## src/rtl/button_conditioner_if.sv

```systemverilog
// Button bus between the pin side and the conditioner: raw pins in,
// debounced level and one-cycle press/release pulses out.
interface button_conditioner_if #(
    parameter int N_BTN = 2
);
    logic [N_BTN-1:0] btn_raw;
    logic [N_BTN-1:0] btn_level;
    logic [N_BTN-1:0] btn_press;
    logic [N_BTN-1:0] btn_release;

    // Pin side: drives the raw buttons, consumes conditioned events.
    modport master (
        output btn_raw,
        input  btn_level,
        input  btn_press,
        input  btn_release
    );

    // Conditioner side.
    modport slave (
        input  btn_raw,
        output btn_level,
        output btn_press,
        output btn_release
    );
endinterface

```

## src/rtl/button_conditioner.sv

```systemverilog
// button_conditioner: per-channel synchronizer, polarity normalisation,
// debounce FSM and registered press/release pulses.
// Optional feature: define BTN_AUTOREPEAT_EN to add auto-repeat press pulses
// while a button is held (REPEAT_DELAY first, then every REPEAT_RATE cycles).
// Without the macro the repeat timer is not built at all.
module button_conditioner #(
    parameter int N_BTN           = 2,
    parameter int DEBOUNCE_CYCLES = 500000,
    parameter int ACTIVE_LOW      = 1,
    parameter int REPEAT_DELAY    = 25000000,
    parameter int REPEAT_RATE     = 5000000
) (
    input  logic                 clk,
    input  logic                 rst,
    button_conditioner_if.slave  bus
);

    typedef enum logic [1:0] {
        IDLE,
        PRESS_WAIT,
        HELD,
        RELEASE_WAIT
    } state_t;

    // Raw pin value that means "not pressed"; synchronizers reset to it so
    // no phantom press is seen coming out of reset.
    localparam logic RAW_RELEASED = (ACTIVE_LOW != 0);

    // Stability counter holds at most DEBOUNCE_CYCLES-1 before the
    // accepting edge, so it is sized for DEBOUNCE_CYCLES.
    localparam int              STAB_W    = $clog2(DEBOUNCE_CYCLES + 1);
    localparam logic [STAB_W-1:0] STAB_LAST = STAB_W'(DEBOUNCE_CYCLES - 1);

`ifdef BTN_AUTOREPEAT_EN
    localparam int RPT_MAX = (REPEAT_DELAY > REPEAT_RATE) ? REPEAT_DELAY : REPEAT_RATE;
    localparam int RPT_W   = $clog2(RPT_MAX + 1);
    localparam logic [RPT_W-1:0] RPT_DELAY_LAST = RPT_W'(REPEAT_DELAY - 1);
    localparam logic [RPT_W-1:0] RPT_RATE_LAST  = RPT_W'(REPEAT_RATE - 1);
`endif

    // Reject illegal timing parameters at elaboration.
    if (DEBOUNCE_CYCLES < 1 || REPEAT_DELAY < 1 || REPEAT_RATE < 1) begin : g_bad_params
        $error("button_conditioner: DEBOUNCE_CYCLES, REPEAT_DELAY and REPEAT_RATE must be >= 1");
    end

    for (genvar i = 0; i < N_BTN; i++) begin : g_ch
        logic              sync1_q;
        logic              sync2_q;
        logic              pressed;
        state_t            state_q;
        logic [STAB_W-1:0] stab_q;
        logic              level_q;
        logic              press_q;
        logic              release_q;
`ifdef BTN_AUTOREPEAT_EN
        logic [RPT_W-1:0]  rpt_q;
        logic              rpt_first_q;
        logic [RPT_W-1:0]  rpt_last;

        // First repeat waits REPEAT_DELAY, later ones REPEAT_RATE.
        assign rpt_last = rpt_first_q ? RPT_DELAY_LAST : RPT_RATE_LAST;
`endif

        // Two-flop synchronizer for the asynchronous pin.
        always_ff @(posedge clk) begin
            // NOTE: non-blocking assignments give a true two-stage shift;
            // blocking ones would collapse both flops into one.
            if (rst) begin
                sync1_q <= RAW_RELEASED;
                sync2_q <= RAW_RELEASED;
            end else begin
                sync1_q <= bus.btn_raw[i];
                sync2_q <= sync1_q;
            end
        end

        // Normalise polarity: 1 means pressed from here on.
        assign pressed = (ACTIVE_LOW != 0) ? ~sync2_q : sync2_q;

        // Debounce FSM with registered level and pulse outputs.
        always_ff @(posedge clk) begin
            if (rst) begin
                state_q     <= IDLE;
                stab_q      <= '0;
                level_q     <= 1'b0;
                press_q     <= 1'b0;
                release_q   <= 1'b0;
`ifdef BTN_AUTOREPEAT_EN
                rpt_q       <= '0;
                rpt_first_q <= 1'b1;
`endif
            end else begin
                // NOTE: pulses default low every cycle so a branch that
                // asserts one produces exactly a single-cycle pulse.
                press_q   <= 1'b0;
                release_q <= 1'b0;
                case (state_q)
                    IDLE: begin
                        stab_q <= '0;
`ifdef BTN_AUTOREPEAT_EN
                        rpt_q       <= '0;
                        rpt_first_q <= 1'b1;
`endif
                        if (pressed) begin
                            state_q <= PRESS_WAIT;
                        end
                    end

                    PRESS_WAIT: begin
                        if (pressed == level_q) begin
                            // Bounced back: throw the partial count away.
                            stab_q  <= '0;
                            state_q <= IDLE;
                        end else if (stab_q >= STAB_LAST) begin
                            stab_q  <= '0;
                            state_q <= HELD;
                            level_q <= 1'b1;
                            press_q <= 1'b1;
`ifdef BTN_AUTOREPEAT_EN
                            rpt_q       <= '0;
                            rpt_first_q <= 1'b1;
`endif
                        end else begin
                            stab_q <= stab_q + 1'b1;
                        end
                    end

                    HELD: begin
                        stab_q <= '0;
                        if (!pressed) begin
                            // Repeat timer freezes here until we know
                            // whether this is a real release or a bounce.
                            state_q <= RELEASE_WAIT;
                        end
`ifdef BTN_AUTOREPEAT_EN
                        else if (rpt_q >= rpt_last) begin
                            rpt_q       <= '0;
                            rpt_first_q <= 1'b0;
                            press_q     <= 1'b1;
                        end else begin
                            // Bounded by rpt_last, so it can never wrap.
                            rpt_q <= rpt_q + 1'b1;
                        end
`endif
                    end

                    RELEASE_WAIT: begin
                        if (pressed == level_q) begin
                            // Bounce: resume HELD with the repeat timer intact.
                            stab_q  <= '0;
                            state_q <= HELD;
                        end else if (stab_q >= STAB_LAST) begin
                            stab_q    <= '0;
                            state_q   <= IDLE;
                            level_q   <= 1'b0;
                            release_q <= 1'b1;
                        end else begin
                            stab_q <= stab_q + 1'b1;
                        end
                    end

                    default: begin
                        state_q <= IDLE;
                        stab_q  <= '0;
                    end
                endcase
            end
        end

        assign bus.btn_level[i]   = level_q;
        assign bus.btn_press[i]   = press_q;
        assign bus.btn_release[i] = release_q;
    end

endmodule

```

## src/flat_wrapper.sv

```systemverilog
// flat-port wrapper written by rule: the top's interface ports become plain ports
module button_conditioner_flat 
#(
    parameter int N_BTN           = 2,
    parameter int DEBOUNCE_CYCLES = 500000,
    parameter int ACTIVE_LOW      = 1,
    parameter int REPEAT_DELAY    = 25000000,
    parameter int REPEAT_RATE     = 5000000
)
  (clk, rst, bus_btn_raw, bus_btn_level, bus_btn_press, bus_btn_release);
  button_conditioner_if #(.N_BTN(N_BTN)) bus_i ();
  input  logic clk;
  input  logic rst;
  input wire logic [$bits(bus_i.btn_raw)-1:0] bus_btn_raw;
  output wire logic [$bits(bus_i.btn_level)-1:0] bus_btn_level;
  output wire logic [$bits(bus_i.btn_press)-1:0] bus_btn_press;
  output wire logic [$bits(bus_i.btn_release)-1:0] bus_btn_release;
  assign bus_i.btn_raw = bus_btn_raw;
  assign bus_btn_level = bus_i.btn_level;
  assign bus_btn_press = bus_i.btn_press;
  assign bus_btn_release = bus_i.btn_release;
  button_conditioner #(.N_BTN(N_BTN), .DEBOUNCE_CYCLES(DEBOUNCE_CYCLES), .ACTIVE_LOW(ACTIVE_LOW), .REPEAT_DELAY(REPEAT_DELAY), .REPEAT_RATE(REPEAT_RATE)) u_core (.clk(clk), .rst(rst), .bus(bus_i));
endmodule
```

## config.mk

```make
export PLATFORM = sky130hd
export DESIGN_NAME = button_conditioner_flat
export DESIGN_NICKNAME = d
export VERILOG_FILES = /design/src/rtl/button_conditioner_if.sv /design/src/rtl/button_conditioner.sv /design/src/flat_wrapper.sv
export SDC_FILE = /design/constraint.sdc
export NUM_CORES = 1
export LEC_CHECK = 0
export CAP_MARGIN = 20
export CORE_ASPECT_RATIO = 1.25
export CORE_MARGIN = 2
export CORE_UTILIZATION = 45
export CTS_BUF_LIST = sky130_fd_sc_hd__clkbuf_4 sky130_fd_sc_hd__clkbuf_8
export DETAILED_ROUTE_END_ITERATION = 10
export HOLD_SLACK_MARGIN = 0.15
export PLACE_DENSITY_LB_ADDON = 0.3
export SLEW_MARGIN = 20
export SYNTH_ARGS = -nofsm -noshare
export SYNTH_HDL_FRONTEND = slang
export SYNTH_SLANG_ARGS = --single-unit
```

## constraint.sdc

```tcl
create_clock -name clk -period 1.65 [get_ports clk]
set_input_delay 0.33 -clock clk [delete_from_list [all_inputs] [get_ports clk]]
set_output_delay 0.33 -clock clk [all_outputs]
set_load 0.02 [all_outputs]
```

======== Yosys cells after proc, flatten, opt, wreduce, memory -nomap -nowiden ========
Cells that the tools add are included.
operators by class
  add/sub/neg operators ................... 2
  multipliers ............................. 0
  div/mod/pow operators ................... 0
  $lt $le $gt $ge ......................... 2
  eq/ne operators ......................... 24
  shift-type cells ........................ 0
  mux-type cells .......................... 34
  bitwise logic cells ..................... 6
  reduce and logical (&&, ||, !) cells .... 16
operators by type and width
  kind                                                                     count
  19-bit two-way mux                                                       4
  19-bit one-hot mux with 2 select lines                                   2
  19-bit by 1-bit adder with 19-bit output, second input constant          2
  19-bit >= comparator, second input constant                              2
  2-bit two-way mux                                                        12
  2-bit one-hot mux with 4 select lines                                    2
  2-bit OR reduction                                                       8
  1-bit two-way mux                                                        12
  2-bit by 1-bit inequality test with 1-bit output, second input constant  6
  2-bit inequality test, second input constant                             6
  3-bit by 1-bit inequality test with 1-bit output, second input constant  4
  5-bit AND reduction                                                      2
  2-bit == test, second input constant                                     4
  4-bit AND reduction                                                      2
  1-bit inverter                                                           6
  2-bit by 1-bit == test with 1-bit output, second input constant          2
  2-bit logical NOT                                                        2
  1-bit one-hot mux with 2 select lines                                    2
  2-bit nonzero test                                                       2
  1-bit == test                                                            2
storage, ports and cells
  register bits after elaboration ......... 52
  bits in latches ......................... 0
  memory bits (writable) .................. 0
  ROM bits ................................ 0
  input bits .............................. 4
  output and inout port bits .............. 6
  memories kept ........................... 0

======== Depth between registers and ports, before layout ========
Gate-level depths: netlist of run 1.
  depth after elaboration ................. 4
  gate-level depth with buffers ........... 7
  mapped depth without buffers ............ 6

======== Worst setup path before layout of run 1 ========
OpenSTA, ideal clock, no wires.
  path kind ............................... register -> register
  start point ............................. reg u_core.g_ch[0].stab_q[9]
  end point ............................... reg u_core.g_ch[0].stab_q[3]
  arrival ................................. 1.711 ns
  slack ................................... -0.125 ns
  cell stages (with the launch flop) ...... 7
  path buffers ............................ 1
  clock period less this slack ............ 1.775 ns
  cells stage by stage .................... dfxtp_1 nor4_2 o211ai_1 a2111oi_4 o31ai_4 buf_6 nor2_1
on the way
  longest elaborated chain between the ends .. 4
ends and longest elaborated chain
  element                                 line                                                  RTL
  from (decl)                             button_conditioner.sv:51                              logic [STAB_W-1:0] stab_q;
  from (signal assigned)                  button_conditioner.sv:124                             stab_q <= stab_q + 1'b1;
  from (signal assigned)                  button_conditioner.sv:158                             stab_q <= stab_q + 1'b1;
  19-bit >= comparator                    button_conditioner.sv:114, button_conditioner.sv:152
  19-bit two-way mux                      button_conditioner.sv:114, button_conditioner.sv:152
  19-bit two-way mux                      button_conditioner.sv:148                             if (pressed == level_q) begin
  19-bit one-hot mux with 2 select lines  button_conditioner.sv:97                              case (state_q)
No other way between the ends.
A chain may end at the register's enable or synchronous reset.

======== Final worst setup path of run 1 ========
  start point ............................. reg u_core.g_ch[0].stab_q[6]
  end point ............................... reg u_core.g_ch[0].release_q
on the way
  longest elaborated chain between the ends .. 3
ends and longest elaborated chain
  element               line                       RTL
  19-bit >= comparator  button_conditioner.sv:152  end else if (stab_q >= STAB_LAST) begin
  1-bit two-way mux     button_conditioner.sv:152
  1-bit two-way mux     button_conditioner.sv:148
  to (signal assigned)  button_conditioner.sv:87   release_q <= 1'b0;
  to (signal assigned)  button_conditioner.sv:96   release_q <= 1'b0;
  to (signal assigned)  button_conditioner.sv:156  release_q <= 1'b1;
  to (decl)             button_conditioner.sv:54   logic release_q;
No other way between the ends.

==> results of run 1 <==
-- worst max-delay path: stages (launching register included) --
cell	delay [ns]
dfxtp_2	0.34
nor4_4	0.32
o211ai_1	0.19
a2111oi_4	0.44
buf_4	0.19
nor3_2	0.04
and3_1	0.16
-- final timing paths --
path | startpoint | cells after the start | end | slack, ns
min reg2reg | u_core.g_ch[1].sync1_q | 1 | u_core.g_ch[1].sync2_q | 0.42
max | u_core.g_ch[0].stab_q[6] | 6 | u_core.g_ch[0].release_q | -0.11
min | u_core.g_ch[1].sync1_q | 1 | u_core.g_ch[1].sync2_q | 0.42
max reg2reg | u_core.g_ch[0].stab_q[6] | 6 | u_core.g_ch[0].release_q | -0.11
-- routing by layer --
metal / wire length [um] / up-vias / global-route usage [%]
met4: 10 / 0 / 2.78
met5: 0 / - / 0
li1: - / 954 / -
met2: 2250 / 10 / 28.6
met1: 2000 / 869 / 18.8
met3: 83 / 2 / 4.05
-- stage by stage --
step	area, um2	total power, uW	worst slack [ns]	utilization (%)	hold slack (ns)
after floorplan	2280	1340	-0.0569	-	0.389
after global placement	2660	1360	-0.190	55.5	0.392
after detailed placement	2660	1360	-0.252	55.5	0.402
after CTS	2810	2250	-0.131	58.4	0.425
after global routing	2900	2300	-0.206	60.5	0.436
final	2900	2230	-0.115	60.5	0.424
-- state kept, by name, indices dropped and copies added, names as in the netlist --
signal	cells
u_core.g_ch.level_q	2
u_core.g_ch.release_q	2
u_core.g_ch.sync1_q	2
u_core.g_ch.state_q	4
u_core.g_ch.sync2_q	2
u_core.g_ch.stab_q	38
u_core.g_ch.press_q	2
-- power breakdown --
group          switching (uW)  internal (uW)  total, uW
Clock                     417            475        892
Sequential               10.4           1270       1280
Combinational            29.1           29.2       58.3
-- repair_timing --
item                       in CTS  in global routing
setup endpoints to repair      27                 44
resized for setup              10                 25
pin swaps                      11                  6
setup buffers                   0                  0
cloned                          0                  1
-- layout make-up --
class	count	share of cell area (%)
clock inverters	2	1.34
inverters	9	1.16
well taps	60	2.59
repair buffers	47	13.4
flip-flops and latches	52	36.1
multi-input cells	182	42.8
clock buffers	6	2.63
-- cells by family after synthesis --
family	after synthesis	synth area share [%]
fa+ha+maj	2	1.10
buf+inv	18	4.28
compound gates	27	9.28
xor+xnor	36	13.8
flops	52	45.7
simple gates	117	25.8
-- cell usage after synthesis, types with 2 or more instances --
| cell type | count | area, um2 |
|---|---|---|
| or4_1 | 3 | 22.5 |
| a21oi_1 | 4 | 20.0 |
| inv_1 | 9 | 33.8 |
| nor3_1 | 6 | 30.0 |
| and3_1 | 5 | 31.3 |
| and4_1 | 5 | 43.8 |
| nand4_1 | 7 | 43.8 |
| nand2_1 | 14 | 52.6 |
| or2_2 | 4 | 25.0 |
| xnor2_1 | 17 | 149 |
| nand3_1 | 15 | 75.1 |
| o31ai_1 | 4 | 30.0 |
| clkbuf_1 | 2 | 7.51 |
| o21ai_0 | 6 | 30.0 |
| nor2_1 | 48 | 180 |
| o211ai_1 | 3 | 22.5 |
| buf_4 | 6 | 45.0 |
| nor3b_1 | 2 | 15.0 |
| a31oi_1 | 4 | 25.0 |
| xor2_1 | 19 | 166 |
| dfxtp_1 | 52 | 1040 |
| ha_1 | 2 | 25.0 |
==> flow_metrics.env, run 1 <==
export IMPL_worst_slew_pin_slew_ns=0.388
export IMPL_finalNonFillerCells=358
export IMPL_drive_above_1_share_pct=26.5
export IMPL_cts_sinks=52
export IMPL_fp_row_count=28
export IMPL_syn_to_final_growth_pct=27.3
export IMPL_grt_max_degree=17
export IMPL_cts_root_buf="clkbuf_8"
export IMPL_layout_commonest_cell="dfxtp_1"
export IMPL_p_leak_uw=0.000993
export IMPL_syn_nets=258
export IMPL_clock_skew_ns=0.00603
export IMPL_cts_tree="done"
export IMPL_seqCellArea_um2=1050
export IMPL_start_kind="flop"
export IMPL_die_area_um2=5650
export IMPL_fp_dieW_um=67.6
export IMPL_ios=10
export IMPL_post_synth_num_cell_types=37
export IMPL_ir_drop_uv=428
export IMPL_cts_htree_levels=2
export IMPL_crit_type="flop to flop"
export IMPL_dp_cells=349
export IMPL_setup_tns_final_ns=-1.99
export IMPL_final_hold_violation_count=0
export IMPL_antenna_found_initial=0
export IMPL_cp_required_ns=1.85
export IMPL_yosysWarnings=0
export IMPL_coreArea_um2=4800
export IMPL_port_buffers=9
export IMPL_drc=0
export IMPL_ys_async_sr_fraction_pct=0
export IMPL_rsz0062_at_grt="yes"
export IMPL_gr_usage_all_layers_pct=16.0
export IMPL_netlist_area_um2=2280
export IMPL_crit_fanout=3
export IMPL_seq_area_frac_synth_pct=45.7
export IMPL_fmax_mhz=567
export IMPL_synth_seq_cells=52
export IMPL_max_slew_margin_pct=74.1
export IMPL_fin_crit_sh_pct=107
export IMPL_wirelength_um=4340
export IMPL_status="finished, violations left"
export IMPL_ant_nets=0
export IMPL_numCtsBuffers=5
export IMPL_setup_slack_ns=-0.115
export IMPL_gr_total_overflow=0
export IMPL_syn_inst=252
export IMPL_clk_latency_ns=0.30
export IMPL_path_clk_slew_ns=0.09
export IMPL_cts_hold_buffers=0
export IMPL_finalCriticalPeriod_ns=1.76
export IMPL_fillers=397
export IMPL_gp_congestion=0.781
export IMPL_worst_setup_path_end_kind="flop"
export IMPL_fin_nets=303
export IMPL_hold_path_class="flop to flop"
export IMPL_die_h_um=83.6
export IMPL_setup_violations=24
export IMPL_wire_per_inst_um=12.1
export IMPL_cellPowerDensity_nw_per_um2=767
export IMPL_synthFlopType="dfxtp_1"
export IMPL_initial_core_util_pct=47.5
export IMPL_vias_per_cell=5.13
export IMPL_dr_pass1_iters=4
export IMPL_arrival_ns=1.97
export IMPL_synth_edf_count=0
export IMPL_slew_viol_final=0
export IMPL_drtIter0Drc=69
export IMPL_vias=1835
export IMPL_multiInputGateArea_um2=1240
export IMPL_grt_pass1_vias=1727
export IMPL_post_synth_cell_area_avg_um2=9.04
export IMPL_antenna_cells=0
export IMPL_layout_common_cells="dfxtp_1, nor2_1, buf_4, xor2_1, xnor2_1"
export IMPL_clockBufferDepth=2
export IMPL_violations="negative setup slack"
export IMPL_grt_pass1_wl_um=7200
export IMPL_maxCapViolCount=0
export IMPL_hpwl_um=3100
Note: power is estimated with default switching activity, not from simulation.
==> run 2: changes to the inputs <==
==> constraint.sdc (replaced) <==
create_clock -name clk -period 1.95 [get_ports clk]
set_input_delay 0.195 -clock clk [delete_from_list [all_inputs] [get_ports clk]]
set_output_delay 0.195 -clock clk [all_outputs]
set_load 0.02 [all_outputs]
==> run 2 against run 1 <==
  * The flow now finishes without violations
  * Sequential cell count stayed put
  * Largest cell class unchanged
  * Non-clock buffer count fell by 14
  * Utilization fell by 4.9 points
  * Fmax down 3.3%
  * Final cell count decreased by 3.9%
==> flow_metrics.env, run 2 (same netlist as run 1, synthesis figures left out) <==
export IMPL_status="finished clean"
export IMPL_antenna_found_initial=0
export IMPL_fin_nets=289
export IMPL_slew_viol_final=0
export IMPL_fillers=438
export IMPL_cts_hold_buffers=0
export IMPL_cts_htree_levels=2
export IMPL_layout_common_cells="dfxtp_1, nor2_1, buf_4, xor2_1, xnor2_1"
export IMPL_cellPowerDensity_nw_per_um2=666
export IMPL_worstHoldStart="u_core.g_ch[0].sync1_q"
export IMPL_cp_required_ns=2.19
export IMPL_die_h_um=83.6
export IMPL_dr_pass1_iters=4
export IMPL_wirelength_um=4000
export IMPL_finalCriticalPeriod_ns=1.83
export IMPL_gp_congestion=0.822
export IMPL_critical_path_top_delay_family="simple AND/OR/NAND/NOR gates"
export IMPL_fmax_mhz=548
export IMPL_vias=1753
export IMPL_gr_usage_all_layers_pct=15.6
export IMPL_hpwl_um=2930
export IMPL_ir_drop_uv=386
export IMPL_final_area_um2=2670
export IMPL_crit_fanout=5
export IMPL_timing_rr_start="u_core.g_ch[0].stab_q[9]"
export IMPL_arrival_ns=2.06
export IMPL_p_leak_uw=0.000902
export IMPL_syn_to_final_growth_pct=17.0
export IMPL_wire_per_inst_um=11.6
export IMPL_rsz0062_at_grt="no"
export IMPL_layout_commonest_cell="dfxtp_1"
export IMPL_crit_slowest_cell="or4_1"
export IMPL_final_core_util_pct=55.6
export IMPL_fp_dieW_um=67.6
export IMPL_coreArea_um2=4800
export IMPL_initial_core_util_pct=47.5
export IMPL_drive_above_1_share_pct=14.8
export IMPL_die_area_um2=5650
export IMPL_crit_type="flop to flop"
export IMPL_clock_skew_ns=0.00514
export IMPL_setup_violations=0
export IMPL_clk_latency_ns=0.30
export IMPL_final_hold_violation_count=0
export IMPL_worst_slew_pin_slew_ns=0.465
export IMPL_cts_sinks=52
export IMPL_grt_pass1_vias=1622
export IMPL_top_regs="u_core.g_ch.stab_q x38, u_core.g_ch.state_q x4"
export IMPL_cts_root_buf="clkbuf_8"
export IMPL_antenna_cells=0
export IMPL_drtIter0Drc=68
export IMPL_start_kind="flop"
export IMPL_fin_crit_sh_pct=93.6
export IMPL_gr_total_overflow=0
export IMPL_placed_cell_area_um2=2540
export IMPL_dp_cells=334
export IMPL_finalNonFillerCells=344
export IMPL_path_clk_slew_ns=0.09
export IMPL_crit_chain="nor4_4 > and4b_1 > a2111oi_4 > buf_4 > or4_1 > a21oi_1"
export IMPL_regMostFlops="u_core.g_ch.stab_q"
export IMPL_numCtsBuffers=5
export IMPL_slowest_delay_ns=0.46
export IMPL_critical_path_startpoint="u_core.g_ch[0].stab_q[9]"
export IMPL_path_buf_inv=1
export IMPL_drc=0
export IMPL_grt_max_degree=15
export IMPL_cts_tree="done"
export IMPL_setup_slack_ns=0.124
export IMPL_clockBufferDepth=2
export IMPL_ant_nets=0
export IMPL_worst_setup_path_end_kind="flop"
export IMPL_port_buffers=9
export IMPL_vias_per_cell=5.10
export IMPL_maxCapViolCount=0
export IMPL_ios=10
export IMPL_hold_path_class="flop to flop"
export IMPL_fp_row_count=28
export IMPL_max_slew_margin_pct=69.0
export IMPL_grt_pass1_wl_um=6910
export IMPL_largest_register_ffs=38
export IMPL_preCtsSetupSlack_ns=-0.0100
run 2: cell types whose count changed in the layout (fill, tap and decap cells not counted), moves of 4 or more:
cell / before / now
dfxtp_2: 6 / 0
nor2_2: 5 / 0
buf_6: 4 / 0
buf_4: 34 / 24
nor2_4: 4 / 0
nor2_1: 39 / 48
dfxtp_1: 46 / 52
run 2: worst reg2reg max path: cells and delay by family (launching register included):
| kind | cells | cell delay, ns |
|---|---|---|
| flops | 1 | 0.34 |
| buf+inv | 1 | 0.17 |
| compound gates | 2 | 0.22 |
| simple gates | 3 | 1.02 |
run 2: final timing paths:
path / depth (start not counted) / slack (ns) / endpoint
max: 6 / 0.12 / u_core.g_ch[0].state_q[1]
min: 1 / 0.41 / u_core.g_ch[0].sync2_q
max reg2reg: 6 / 0.12 / u_core.g_ch[0].state_q[1]
min reg2reg: 1 / 0.41 / u_core.g_ch[0].sync2_q
run 2: layout make-up:
type | count | area, um2 | area share [%]
Timing Repair Buffer | 33 | 270 | 10.1
Multi-Input combinational cell | 182 | 1150 | 43.1
Inverter | 9 | 33.8 | 1.27
Clock buffer | 8 | 97.6 | 3.66
Tap cell | 60 | 75.1 | 2.82
Sequential cell | 52 | 1040 | 39.0
run 2: metal layers:
metal,up-vias,global-route usage [%],wire length (um)
met5,-,0,0
met4,0,6.49,79
met3,10,3.37,104
met2,24,26.8,2010
met1,797,18.2,1800
li1,922,-,-
run 2: repair_timing:
| action | in CTS | in global routing |
|---|---|---|
| pin swaps | 1 | 2 |
| resized for setup | 0 | 1 |
| setup endpoints to repair | 1 | 18 |
| setup buffers | 2 | 0 |
| gates cloned | 0 | 0 |
| hold endpoints to repair | 0 | 0 |
run 2: metrics by stage:
stage | hold WS [ns] | TNS, ns | power [uW]
after floorplan | 0.299 | 0 | 1130
after global placement | 0.393 | 0 | 1150
after detailed placement | 0.394 | -0.0100 | 1150
after CTS | 0.415 | 0 | 1800
after global routing | 0.439 | 0 | 1840
final | 0.412 | 0 | 1780
run 2: where the power goes:
part	internal, uW	total [uW]	leakage, uW	switching [uW]
logic	25.8	48.0	0.000430	22.2
registers	1070	1080	0.000420	8.44
clock network	318	650	0.0000523	332
